--- config.mk ---
export PLATFORM = sky130hd
export DESIGN_NAME = axilite_axi4_bridge
export DESIGN_NICKNAME = d
export VERILOG_FILES = /design/src/rtl/axib_pkg.sv /design/src/rtl/axib_skid.sv /design/src/rtl/axilite_axi4_bridge.sv
export SDC_FILE = /design/constraint.sdc
export NUM_CORES = 1
export LEC_CHECK = 0
export ABC_AREA = 1
export CORE_ASPECT_RATIO = 0.7
export CORE_MARGIN = 4
export CORE_UTILIZATION = 32
export CTS_CLUSTER_DIAMETER = 150
export DETAILED_ROUTE_END_ITERATION = 12
export PLACE_DENSITY_LB_ADDON = 0.08
export SLEW_MARGIN = 20
export SYNTH_ARGS = -nofsm -noshare
export SYNTH_HDL_FRONTEND = slang
export SYNTH_SLANG_ARGS = --single-unit
--- constraint.sdc ---
create_clock -name aclk -period 2.67 [get_ports aclk]
set_clock_uncertainty 0.05 [all_clocks]
set_input_delay 0.267 -clock aclk [delete_from_list [all_inputs] [get_ports aclk]]
set_output_delay 0.267 -clock aclk [all_outputs]
set_load 0.05 [all_outputs]
--- src/rtl/axib_pkg.sv ---
// Shared AXI encodings and helpers for the AXI4-Lite to AXI4 bridge.
package axib_pkg;

  localparam logic [1:0] AXI_BURST_INCR = 2'b01;
  localparam logic [2:0] AXI_PROT_NS    = 3'b010;
  localparam logic [2:0] AXI_PROT_INSN  = 3'b100;

  localparam logic [1:0] AXI_RESP_OKAY   = 2'b00;
  localparam logic [1:0] AXI_RESP_SLVERR = 2'b10;
  localparam logic [1:0] AXI_RESP_DECERR = 2'b11;

  function automatic logic [2:0] axsize(input int data_w);
    return 3'($clog2(data_w / 8));
  endfunction

endpackage

--- src/rtl/axib_skid.sv ---
// Two-entry register slice; ready is registered from the next occupancy so no
// combinational path exists between the two sides.
module axib_skid #(
  parameter int W = 8
) (
  input  logic         aclk,
  input  logic         aresetn,
  input  logic [W-1:0] in_data,
  input  logic         in_valid,
  output logic         in_ready,
  output logic [W-1:0] out_data,
  output logic         out_valid,
  input  logic         out_ready
);

  logic [W-1:0] mem [2];
  logic         wr_ptr;
  logic         rd_ptr;
  logic [1:0]   count;
  logic [1:0]   count_nxt;
  logic         push;
  logic         pop;

  assign push      = in_valid & in_ready;
  assign pop       = out_valid & out_ready;
  assign out_valid = (count != 2'd0);
  assign out_data  = mem[rd_ptr];

  always_comb begin
    count_nxt = count;
    case ({push, pop})
      2'b10:   count_nxt = count + 2'd1;
      2'b01:   count_nxt = count - 2'd1;
      default: count_nxt = count;
    endcase
  end

  always_ff @(posedge aclk) begin
    if (!aresetn) begin
      count    <= 2'd0;
      wr_ptr   <= 1'b0;
      rd_ptr   <= 1'b0;
      in_ready <= 1'b0;
    end else begin
      count    <= count_nxt;
      in_ready <= (count_nxt != 2'd2);
      if (push) wr_ptr <= ~wr_ptr;
      if (pop)  rd_ptr <= ~rd_ptr;
    end
  end

  always_ff @(posedge aclk) begin
    if (push) mem[wr_ptr] <= in_data;
  end

endmodule

--- src/rtl/axilite_axi4_bridge.sv ---
// AXI4-Lite slave to single-beat AXI4 master bridge with per-direction
// outstanding limits. Optional saturating error counter under AXIB_ERRCNT_EN.
module axilite_axi4_bridge
  import axib_pkg::*;
#(
  parameter int ADDR_W    = 32,
  parameter int DATA_W    = 32,
  parameter int MAX_OUTST = 4,
  parameter int INSN_PORT = 0,
  parameter int PROT_NS   = 1
) (
  input  logic                aclk,
  input  logic                aresetn,
  input  logic [ADDR_W-1:0]   s_awaddr,
  input  logic                s_awvalid,
  output logic                s_awready,
  input  logic [DATA_W-1:0]   s_wdata,
  input  logic [DATA_W/8-1:0] s_wstrb,
  input  logic                s_wvalid,
  output logic                s_wready,
  output logic [1:0]          s_bresp,
  output logic                s_bvalid,
  input  logic                s_bready,
  input  logic [ADDR_W-1:0]   s_araddr,
  input  logic                s_arvalid,
  output logic                s_arready,
  output logic [DATA_W-1:0]   s_rdata,
  output logic [1:0]          s_rresp,
  output logic                s_rvalid,
  input  logic                s_rready,
  output logic [ADDR_W-1:0]   m_awaddr,
  output logic [7:0]          m_awlen,
  output logic [2:0]          m_awsize,
  output logic [1:0]          m_awburst,
  output logic [2:0]          m_awprot,
  output logic                m_awvalid,
  input  logic                m_awready,
  output logic [DATA_W-1:0]   m_wdata,
  output logic [DATA_W/8-1:0] m_wstrb,
  output logic                m_wlast,
  output logic                m_wvalid,
  input  logic                m_wready,
  input  logic [1:0]          m_bresp,
  input  logic                m_bvalid,
  output logic                m_bready,
  output logic [ADDR_W-1:0]   m_araddr,
  output logic [7:0]          m_arlen,
  output logic [2:0]          m_arsize,
  output logic [1:0]          m_arburst,
  output logic [2:0]          m_arprot,
  output logic                m_arvalid,
  input  logic                m_arready,
  input  logic [DATA_W-1:0]   m_rdata,
  input  logic [1:0]          m_rresp,
  input  logic                m_rlast,
  input  logic                m_rvalid,
  output logic                m_rready
`ifdef AXIB_ERRCNT_EN
  ,
  output logic [15:0]         err_cnt
`endif
);

  localparam int         SW    = DATA_W / 8;
  localparam logic [3:0] MAX_O = 4'(MAX_OUTST);

  logic [3:0]           wr_out;
  logic [3:0]           rd_out;
  logic                 aw_v, ar_v;
  logic                 aw_gate, ar_gate;
  logic                 aw_hs, ar_hs, b_hs, r_hs;
  logic [DATA_W+SW-1:0] w_q;
  logic [DATA_W+1:0]    r_q;

  assign m_awlen   = 8'd0;
  assign m_arlen   = 8'd0;
  assign m_awburst = AXI_BURST_INCR;
  assign m_arburst = AXI_BURST_INCR;
  assign m_awsize  = axsize(DATA_W);
  assign m_arsize  = axsize(DATA_W);
  assign m_wlast   = 1'b1;
  assign m_awprot  = (PROT_NS != 0) ? AXI_PROT_NS : 3'b000;
  assign m_arprot  = ((PROT_NS != 0) ? AXI_PROT_NS : 3'b000)
                   | ((INSN_PORT != 0) ? AXI_PROT_INSN : 3'b000);

  // Address channels stall in their buffer while the direction is at its limit.
  assign aw_gate   = (wr_out != MAX_O);
  assign ar_gate   = (rd_out != MAX_O);
  assign m_awvalid = aw_v & aw_gate;
  assign m_arvalid = ar_v & ar_gate;
  assign aw_hs     = m_awvalid & m_awready;
  assign ar_hs     = m_arvalid & m_arready;
  assign b_hs      = m_bvalid & m_bready;
  assign r_hs      = m_rvalid & m_rready;

  assign m_wdata = w_q[DATA_W+SW-1:SW];
  assign m_wstrb = w_q[SW-1:0];
  assign s_rdata = r_q[DATA_W+1:2];
  assign s_rresp = r_q[1:0];

  axib_skid #(.W(ADDR_W)) u_aw (
    .aclk(aclk), .aresetn(aresetn),
    .in_data(s_awaddr), .in_valid(s_awvalid), .in_ready(s_awready),
    .out_data(m_awaddr), .out_valid(aw_v), .out_ready(m_awready & aw_gate)
  );

  axib_skid #(.W(DATA_W+SW)) u_w (
    .aclk(aclk), .aresetn(aresetn),
    .in_data({s_wdata, s_wstrb}), .in_valid(s_wvalid), .in_ready(s_wready),
    .out_data(w_q), .out_valid(m_wvalid), .out_ready(m_wready)
  );

  axib_skid #(.W(ADDR_W)) u_ar (
    .aclk(aclk), .aresetn(aresetn),
    .in_data(s_araddr), .in_valid(s_arvalid), .in_ready(s_arready),
    .out_data(m_araddr), .out_valid(ar_v), .out_ready(m_arready & ar_gate)
  );

  axib_skid #(.W(2)) u_b (
    .aclk(aclk), .aresetn(aresetn),
    .in_data(m_bresp), .in_valid(m_bvalid), .in_ready(m_bready),
    .out_data(s_bresp), .out_valid(s_bvalid), .out_ready(s_bready)
  );

  axib_skid #(.W(DATA_W+2)) u_r (
    .aclk(aclk), .aresetn(aresetn),
    .in_data({m_rdata, m_rresp}), .in_valid(m_rvalid), .in_ready(m_rready),
    .out_data(r_q), .out_valid(s_rvalid), .out_ready(s_rready)
  );

  // A response with nothing outstanding is forwarded but leaves the count at 0.
  always_ff @(posedge aclk) begin
    if (!aresetn) begin
      wr_out <= 4'd0;
      rd_out <= 4'd0;
    end else begin
      if (aw_hs && !b_hs)
        wr_out <= wr_out + 4'd1;
      else if (b_hs && !aw_hs && wr_out != 4'd0)
        wr_out <= wr_out - 4'd1;
      if (ar_hs && !r_hs)
        rd_out <= rd_out + 4'd1;
      else if (r_hs && !ar_hs && rd_out != 4'd0)
        rd_out <= rd_out - 4'd1;
    end
  end

`ifdef AXIB_ERRCNT_EN
  logic        b_err;
  logic        r_err;
  logic [16:0] err_sum;

  assign b_err   = b_hs && ((m_bresp != AXI_RESP_OKAY) || (wr_out == 4'd0));
  assign r_err   = r_hs && ((m_rresp != AXI_RESP_OKAY) || !m_rlast || (rd_out == 4'd0));
  assign err_sum = {1'b0, err_cnt} + {16'd0, b_err} + {16'd0, r_err};

  always_ff @(posedge aclk) begin
    if (!aresetn)
      err_cnt <= 16'd0;
    else
      err_cnt <= err_sum[16] ? 16'hFFFF : err_sum[15:0];
  end
`else
  logic rlast_unused;
  assign rlast_unused = m_rlast;
`endif

endmodule

# == Word-level counts from Yosys, hierarchy flattened ==
# Memories as Yosys holds them, arrays and structs flattened. A register that Yosys moved wholly into a read port is not among the register bits.
# Index checks and enable logic that the tools add are counted.
# classes
n_mux,29
n_bitwise,26
reduce_logical,19
eq_ne,17
addsub,14
# op_table
op,n
$mux 1,20
$pmux 2 s2,5
$and 1x1->1,16
$mux 4,4
$reduce_bool 2->1,7
$add 2x1->2 const B,5
$eq 2x1->1 const B,5
$eq 2x2->1 const B,5
$ne 2x2->1 const B,5
$not 1->1,10
$sub 2x1->2 const B,5
$add 4x1->4 const B,2
$ne 4x3->1 const B,2
$reduce_bool 4->1,2
$sub 4x1->4 const B,2
$logic_and 1x1->1,6
$logic_not 1->1,4
# word_totals
ff_bits,33
n_memories,5
elab_cells,132
mem_bits_rw,272
in_bits,149
# memory_table
name,words,width,rd,rd_clocked_by_memory_dff,write_ports,line_no,rtl
u_w.mem,2,36,1,1,1,axib_skid.sv:16,logic [W-1:0] mem [2];
u_r.mem,2,34,1,1,1,axib_skid.sv:16,
u_ar.mem,2,32,1,1,1,axib_skid.sv:16,
u_aw.mem,2,32,1,1,1,axib_skid.sv:16,
u_b.mem,2,2,1,1,1,axib_skid.sv:16,

# == Depth between registers and ports, before layout ==
# Gate-level depths: netlist of run 1.
# logic_depth
word_depth,8
ltp_mapped,13
mapped_depth_nobuf,13

# == Cells and area by module ==
# From an unflattened synthesis of run 1, not the netlist that was laid out.
# hier_totals
hier_cells,726
area_unflattened_um2,12628.4
# by_module_without_submodules
mod,cells_per_inst,area_per_inst_um2,n_inst
axib_skid at u_ar ...,135,2722.6,2
axib_skid at u_w,147,3007.9,1
axib_skid at u_r,141,2865.2,1
axilite_axi4_bridge,127,905.9,1
axib_skid at u_b,41,404.1,1

# == Least setup slack after synthesis of run 1 ==
# No wires, ideal clock.
# synth_path
path_kind,reg-to-reg
from,register u_w.in_ready
to,memory u_w.mem[1][0] in the netlist's numbering (enable)
t_arrival_ns,2.378
required_ns,2.189
path_stages_with_launch,3
path_buffers,0
path_slack_ns,-0.189
path_cell_list,dfxtp_1 -> nand2_1 -> nor2_1
# synth_via
elab_chain_len,3
# synth_lines
element,line_no,rtl
start: declaration,axib_skid.sv:10,"output logic in_ready,"
start signal: assignment,axib_skid.sv:46,in_ready <= (count_nxt != 2'd2);
$and 1x1->1,axib_skid.sv:24,assign push = in_valid & in_ready;
$mux 1,axib_skid.sv:53,if (push) mem[wr_ptr] <= in_data;
$mux 1 (not written as such),axib_skid.sv:53,
end: declaration,axib_skid.sv:16,
# Every way passes these cells.

# == Worst setup path after layout of run 1 ==
# layout_path
from,register wr_out[1]
to,output m_awvalid
# layout_via
elab_chain_len,2
# layout_lines
element,line_no,rtl
start: declaration,axilite_axi4_bridge.sv:67,logic [3:0] wr_out;
start signal: assignment,axilite_axi4_bridge.sv:138,wr_out <= wr_out + 4'd1;
start signal: assignment,axilite_axi4_bridge.sv:140,wr_out <= wr_out - 4'd1;
$ne 4x3->1,axilite_axi4_bridge.sv:87,assign aw_gate = (wr_out != MAX_O);
$and 1x1->1,axilite_axi4_bridge.sv:89,assign m_awvalid = aw_v & aw_gate;
end: declaration,axilite_axi4_bridge.sv:36,"output logic m_awvalid,"
# Every way passes these cells.

==> parameters.txt, run 1 <==
Parameter                              Value

Clock network
  Number of buffers created by CTS ... 34
  CTS max path bufs ... 3
  Clock insertion delay at the later pin of the skew report ... 0.50 ns
  Post-cts hold buffer count ... 0
  Post-cts gate resize count ... 0
  Number of buffers added for setup after CTS ... 0
  Clock edge transition at the registers on the reported setup and hold paths ... ~0.06 ns
  Clock tree root buffer cell ... sky130_fd_sc_hd__clkbuf_16
  Total number of H-tree levels ... 2
  Clk sinks ... 310
  TritonCTS clock tree ... done

Setup path
  CP max FO ... 4
  Crit path required time ... roughly 2.4 ns
  Category of cells accounting for the largest share of critical-path delay ... buffers and inverters
  Buf/Inv on CP ... 1
  Library cell contributing the largest single delay on the critical path ... sky130_fd_sc_hd__clkdlybuf4s50_1
  Endpoint kind of the worst setup timing path ... primary output
  CP Class ... reg2out
  Maximum single-stage delay on the critical path ... about 0.83 ns
  Category of the worst setup path launch point ... flop
  Arrival time at the worst endpoint ... between 2 and 2.5 ns
  List of cells traversed by the critical path ... nor2_2 > nand2_4 > and2_1 > clkdlybuf4s50_1

Yosys
  Number of enable flip-flop cells after synthesis ... 272
  Library cell occupying the most area in the post-synthesis netlist ... sky130_fd_sc_hd__edfxtp_1
  Primary FF master, synth ... sky130_fd_sc_hd__edfxtp_1
  Flop and latch count out of synthesis ... 310
  Area fraction of the dominant cell type after synthesis ... 0.686
  Sequential share of the synthesized area ... 0.750
  Commonest cells in the netlist ... sky130_fd_sc_hd__edfxtp_1 (272), sky130_fd_sc_hd__mux2_2 (132), sky130_fd_sc_hd__nor2_1 (44)
  Cell area after technology mapping ... between 10000 and 15000 um2
  Top cells by area, synth ... sky130_fd_sc_hd__edfxtp_1 (69%), sky130_fd_sc_hd__mux2_2 (12%), sky130_fd_sc_hd__dfxtp_1 (6.4%), sky130_fd_sc_hd__buf_4 (2.6%), sky130_fd_sc_hd__nor2_1 (1.4%)
  Cells after Synth ... slightly below 700
  Synth cell types ... 31
  Proportion of synthesized flip-flops having asynchronous set or reset ... 0
  Number of warnings issued by yosys ... 0
  Syn Area/Cell ... around 17 um2
  Cell with the most instances after synthesis ... sky130_fd_sc_hd__edfxtp_1

Global route
  Pin count of the biggest net entering global routing ... 37
  Initial antenna violation count ... 0
  Number of global-route vias before repair ... 6591
  Aggregate global-route resource usage ... 0.123
  First-pass GRT wire length ... just under 40 mm
  GRT Residual Overflow ... 0

Place
  HPWL Detailed ... between 15 and 20 mm
  DP Area ... 16700 um2
  Routability congestion estimate ... 0.754
  Post-Place Setup Slack ... approximately 0.36 ns
  Number of buffers added on ports ... between 200 and 300

Timing
  Max-Slew Margin vs Limit ... 0.461
  Timing-limited maximum frequency ... ~420 MHz
  Final min period ... ~2.4 ns
  Transition time of the tightest slew-check pin ... a little over 0.8 ns
  Tcrit/Tclk final ... 0.900
  Count of final hold-check violations ... 0
  Max Slew Vio Count ... 0
  Unrepaired setup endpoints after global routing ... no
  Setup Viol. Count Final ... 0
  Post-route setup slack ... between 0.2 and 0.3 ns

Routing
  TritonRoute pass-1 iters ... 5
  Number of design rule violations left after detail routing ... 0
  Iteration-0 DRC count of the detailed router ... between 300 and 400
  Via Count ... roughly 6500
  Final wirelength ... around 26 mm
  Routed wire length per instance ... about 17 um
  Via density per instance ... approximately 4.3
  DRT antenna net count ... 0

Floorplanning
  Die width ... 239 um
  Initial core utilization ... 0.328
  Die outline height ... between 150 and 200 um
  Count of standard-cell rows ... 58
  Placeable core area ... around 36000 um2
  Die area ... about 40000 um2
  I/O pin total ... approximately 330

Run
  Max Cap Violations ... 0

Layout
  Final instance area ... 17700 um2
  Number of filler cells placed in the layout ... roughly 3000
  Share of post-route cells with drive strength above 1 ... 0.344
  Area occupied by multi-input gates ... 2640 um2
  Antenna Cells ... 0
  Layout net count ... about 1200
  Synthesis-to-finish area growth ... 48.9%
  Sequential cell area ... roughly 9000 um2

Power and ir drop
  VDD IR-drop max ... roughly 0.54 mV
  Static power due to leakage ... about 0.0064 uW
  Pwr per Cell Area ... ~1000 nW/um2

Run status
  Outcome ... finished, final reports clean

Hold path
  Worst hold path type ... in2reg
==> where the power goes <==
part | internal, uW | leakage (uW) | switching [uW]
sequential | 5890 | 0.00281 | 222
clock | 2640 | 0.000521 | 1800
combinational | 3320 | 0.00308 | 4230
total | 11800 | 0.00641 | 6250
==> metal layers <==
metal	GRT usage	share of wire	vias up
li1	-	-	3126
met1	0.154	0.42	3109
met2	0.210	0.50	176
met3	0.0325	0.058	43
met4	0.0396	0.023	0
met5	0	0	-
==> through the flow <==
step                      utilization  setup TNS, ns  std cells  hold slack, ns  power [uW]
after global routing            0.489              0       1515           0.252       19000
after global placement          0.459              0       1455           0.386       13800
after floorplan                     -         -0.876        720           0.316       10600
final                           0.489              0       1515           0.289       18100
after detailed placement        0.459              0       1455           0.391       13900
after CTS                       0.489              0       1515           0.245       18400
==> layout make-up <==
type | count | share of cell area
Sequential cell | 310 | 0.504
Timing Repair Buffer | 307 | 0.246
Multi-Input combinational cell | 325 | 0.149
Clock buffer | 45 | 0.0545
Tap cell | 480 | 0.0339
Inverter | 33 | 0.00699
Clock inverter | 15 | 0.00551
==> placed cells by master, fill, tap and decap left out, types with 3 or more instances in the layout <==
cell type / synthesis / final
sky130_fd_sc_hd__a21oi_1: 24 / 24
sky130_fd_sc_hd__nand2_1: 19 / 19
sky130_fd_sc_hd__xor2_1: 14 / 14
sky130_fd_sc_hd__clkinv_1: 0 / 7
sky130_fd_sc_hd__conb_1: 2 / 33
sky130_fd_sc_hd__clkinv_2: 0 / 5
sky130_fd_sc_hd__buf_12: 0 / 133
sky130_fd_sc_hd__o21ai_1: 5 / 5
sky130_fd_sc_hd__mux2_1: 4 / 4
sky130_fd_sc_hd__nand2_4: 5 / 5
sky130_fd_sc_hd__clkbuf_16: 0 / 37
sky130_fd_sc_hd__inv_2: 4 / 4
sky130_fd_sc_hd__clkdlybuf4s50_1: 0 / 159
sky130_fd_sc_hd__nor2_2: 4 / 9
sky130_fd_sc_hd__buf_4: 42 / 15
sky130_fd_sc_hd__edfxtp_1: 272 / 272
sky130_fd_sc_hd__inv_1: 29 / 29
sky130_fd_sc_hd__o21ai_0: 9 / 9
sky130_fd_sc_hd__nor2_1: 44 / 36
sky130_fd_sc_hd__clkbuf_1: 2 / 7
sky130_fd_sc_hd__ha_1: 9 / 9
sky130_fd_sc_hd__mux2_2: 132 / 132
sky130_fd_sc_hd__or2_1: 3 / 3
sky130_fd_sc_hd__nand2_2: 4 / 4
sky130_fd_sc_hd__dfxtp_1: 38 / 38
sky130_fd_sc_hd__nor3_1: 5 / 5
sky130_fd_sc_hd__nor2_4: 0 / 3
==> sequential cells by signal, summed over array words and instances, names as in the netlist, 2 cells and up, named ones only <==
signal	count
rd_out	4
u_ar.count	2
u_ar.mem	64
u_aw.count	2
u_aw.mem	64
u_b.count	2
u_b.mem	4
u_r.count	2
u_r.mem	68
u_w.count	2
u_w.mem	72
wr_out	4
==> cell families (layout without fill, tap and decap cells) <==
group	count (synthesis)	after routing	share of synthesized area
adder cells (fa/ha/maj)	11	11	0.0128
AO/OA/AOI/OAI	39	39	0.0167
AND/OR/NAND/NOR	92	92	0.0401
other	2	33	0.000631
buffers and inverters	85	400	0.0407
XOR/XNOR	14	14	0.0103
multiplexers	136	136	0.129
flip-flops	310	310	0.750
==> worst paths after layout <==
check | startpoint | to | slack (ns) | depth (start not counted)
min | s_awaddr[25] | u_aw.mem[1][25] | 0.29 | 1
min reg2reg | u_b.rd_ptr | flop | 0.40 | 1
max reg2reg | u_r.in_ready | rd_out[3] | 0.79 | 11
max | wr_out[1] | m_awvalid | 0.27 | 4
(Power assumes the default switching activity.)
==> run 2: changes to the inputs <==
--- a/config.mk
+++ b/config.mk
@@ -10,6 +10,7 @@
 export CORE_MARGIN = 4
 export CORE_UTILIZATION = 32
 export CTS_CLUSTER_DIAMETER = 150
+export CTS_CLUSTER_SIZE = 25
 export DETAILED_ROUTE_END_ITERATION = 12
 export PLACE_DENSITY_LB_ADDON = 0.08
 export SLEW_MARGIN = 20
==> run 2 against run 1 <==
Effect of this change:
- register-to-register slack worse by 0.02 ns
- utilization shrank 1.6 points
- first-iteration DRC count fell by 10%
- largest cell class unchanged
- largest power group unchanged
==> parameters.txt, run 2 (synthesis results as in run 1) <==
Parameter                              Value

Run status
  Outcome ... finished, final reports clean

Routing
  Final wirelength ... 25.3 mm (-1.3%)
  Number of design rule violations left after detail routing ... 0 (unchanged)
  Routed wire length per instance ... 17.0 um (+0.94%)
  Via density per instance ... 4.28 (+0.55%)
  Via Count ... 6348 (-1.6%)
  Iteration-0 DRC count of the detailed router ... 295 (-10%)
  TritonRoute pass-1 iters ... 4 (-1)
  DRT antenna net count ... 0 (unchanged)

Timing
  Transition time of the tightest slew-check pin ... 0.804 ns (-0.00375 ns)
  Final min period ... 2.43 ns (+0.0247 ns)
  Unrepaired setup endpoints after global routing ... no
  Timing-limited maximum frequency ... 412 MHz (-1.0%)
  Setup Viol. Count Final ... 0 (unchanged)
  Tcrit/Tclk final ... 0.909 (+0.00926)
  Max Slew Vio Count ... 0 (unchanged)
  Count of final hold-check violations ... 0 (unchanged)
  Max-Slew Margin vs Limit ... 0.463 (+0.00250)
  Setup TNS ... 0 ns (unchanged)

Setup path
  Maximum single-stage delay on the critical path ... 0.85 ns (+0.02 ns)
  Library cell contributing the largest single delay on the critical path ... sky130_fd_sc_hd__clkdlybuf4s50_1
  Endpoint kind of the worst setup timing path ... primary output
  Worst r2r dst ... rd_out[3]
  Arrival time at the worst endpoint ... 2.11 ns (+0.02 ns)
  Setup slack, reg-to-reg ... 0.77 ns (-0.02 ns)
  R2R Path Start ... rd_out[0]
  CP Class ... reg2out
  Category of the worst setup path launch point ... flop
  CP max FO ... 4 (unchanged)
  CP startpoint ... rd_out[0]
  Crit path required time ... 2.35 ns (about the same)
  List of cells traversed by the critical path ... nor2_2 > nand2_2 > and2_1 > clkdlybuf4s50_1
  Buf/Inv on CP ... 1 (unchanged)
  Category of cells accounting for the largest share of critical-path delay ... buffers and inverters
  Worst-case reg-to-reg path depth ... 12 (+1)
  Total stage count of the critical path ... 4 (unchanged)

Layout
  Commonest cells after routing, fill and taps aside ... sky130_fd_sc_hd__edfxtp_1 (272), sky130_fd_sc_hd__clkdlybuf4s50_1 (159), sky130_fd_sc_hd__buf_12 (133)
  Final Core Density ... 0.472 (-0.0162)
  Synthesis-to-finish area growth ... 44.0%
  Register with the most flip-flops ... u_w.mem
  Layout net count ... 1153 (-1.5%)
  Leading cell type in the layout, fill and taps excluded ... sky130_fd_sc_hd__edfxtp_1
  Max FFs per register ... 72 (unchanged)
  Final instance area ... 17100 um2 (-3.3%)
  Number of filler cells placed in the layout ... 3074 (+1.0%)
  Largest registers ... u_w.mem: 72 flops, u_r.mem: 68 flops
  Finished Layout Cells ... 1482 (-2.2%)
  Share of post-route cells with drive strength above 1 ... 0.327 (-0.0166)
  Antenna Cells ... 0 (unchanged)

Clock network
  Total number of H-tree levels ... 1 (-1)
  TritonCTS clock tree ... done
  Number of buffers created by CTS ... 16 (-53%)
  Number of buffers added for setup after CTS ... 0 (unchanged)
  CTS max path bufs ... 3 (unchanged)
  Clock insertion delay at the later pin of the skew report ... 0.50 ns (about the same)
  Clk sinks ... 310 (unchanged)
  Clock edge transition at the registers on the reported setup and hold paths ... 0.11 ns (+0.05 ns)
  Clock tree root buffer cell ... sky130_fd_sc_hd__clkbuf_16
  Post-cts gate resize count ... 0 (unchanged)
  Post-cts hold buffer count ... 0 (unchanged)

Power and ir drop
  VDD IR-drop max ... 0.389 mV (-28%)
  Post-layout power ... 16300 uW (-9.7%)
  Static power due to leakage ... 0.00611 uW (-4.6%)
  Pwr per Cell Area ... 953 nW/um2 (-6.6%)

Global route
  First-pass GRT wire length ... 37.8 mm (-1.8%)
  Initial antenna violation count ... 0 (unchanged)
  GRT Residual Overflow ... 0 (unchanged)
  Aggregate global-route resource usage ... 0.120 (-0.00330)
  Number of global-route vias before repair ... 6368 (-3.4%)
  Pin count of the biggest net entering global routing ... 37 (unchanged)

Floorplanning
  Die outline height ... 169 um (unchanged)
  Initial core utilization ... 0.328 (unchanged)
  Placeable core area ... 36300 um2 (unchanged)
  Die area ... 40400 um2 (unchanged)
  Die width ... 239 um (unchanged)
  Count of standard-cell rows ... 58 (unchanged)
  I/O pin total ... 328 (unchanged)

Hold path
  HP Start ... m_rdata[24]
  Hold depth ... 1 (unchanged)
  Worst hold path type ... in2reg
  Worst Hold Endpoint ... u_r.mem[0][26]

Run
  Max Cap Violations ... 0 (unchanged)

Place
  Routability congestion estimate ... 0.754 (unchanged)
  Number of buffers added on ports ... 293 (unchanged)
  Cell count after placement ... 1455 (unchanged)
  DP Area ... 16700 um2 (unchanged)
  HPWL Detailed ... 17.4 mm (unchanged)
-- run 2: cell types whose count changed in the layout (fill, tap and decap cells not counted) --
cell	before	now
sky130_fd_sc_hd__clkbuf_16	37	17
sky130_fd_sc_hd__clkinv_1	7	0
sky130_fd_sc_hd__clkinv_2	5	0
sky130_fd_sc_hd__clkbuf_1	7	9
sky130_fd_sc_hd__bufinv_16	1	0
sky130_fd_sc_hd__clkbuf_8	1	0
sky130_fd_sc_hd__clkinvlp_4	1	0
sky130_fd_sc_hd__inv_12	0	1
sky130_fd_sc_hd__inv_6	1	0
-- run 2: metal layers --
| metal | vias up | global-route usage | share of wire |
|---|---|---|---|
| li1 | 3065 | - | - |
| met3 | 22 | 0.0288 | 0.053 |
| met5 | - | 0 | 0 |
| met2 | 153 | 0.212 | 0.51 |
| met1 | 3108 | 0.153 | 0.42 |
| met4 | 0 | 0.0224 | 0.016 |
-- run 2: area by class of cell --
type	count	area [um2]	share of cell area
inverter	33	124	0.00723
multi-input combinational	325	2640	0.154
clock buffer	26	459	0.0268
clock inverter	1	16.3	0.000949
sequential	310	8930	0.521
timing repair buffer	307	4370	0.255
tap	480	601	0.0350
-- run 2: worst max path at each step --
stage	end	slack [ns]
finish	m_arvalid	0.24
global route	m_awvalid	0.13
detailed placement	rd_out[3]	0.36
CTS	m_awvalid	0.18
floorplan	u_ar.mem[0][0]	-0.01
global placement	rd_out[3]	0.39
-- run 2: per-stage QoR --
step	setup slack, ns	hold WS, ns
after floorplan	-0.0137	0.316
after global placement	0.392	0.386
after detailed placement	0.363	0.391
after CTS	0.176	0.240
after global routing	0.126	0.239
final	0.242	0.281
-- run 2: where the power goes --
group          total [uW]  internal (uW)  switching (uW)
Sequential           6100           5870             223
Combinational        7550           3320            4230
Clock                2690           1210            1480
Total               16300          10400            5940
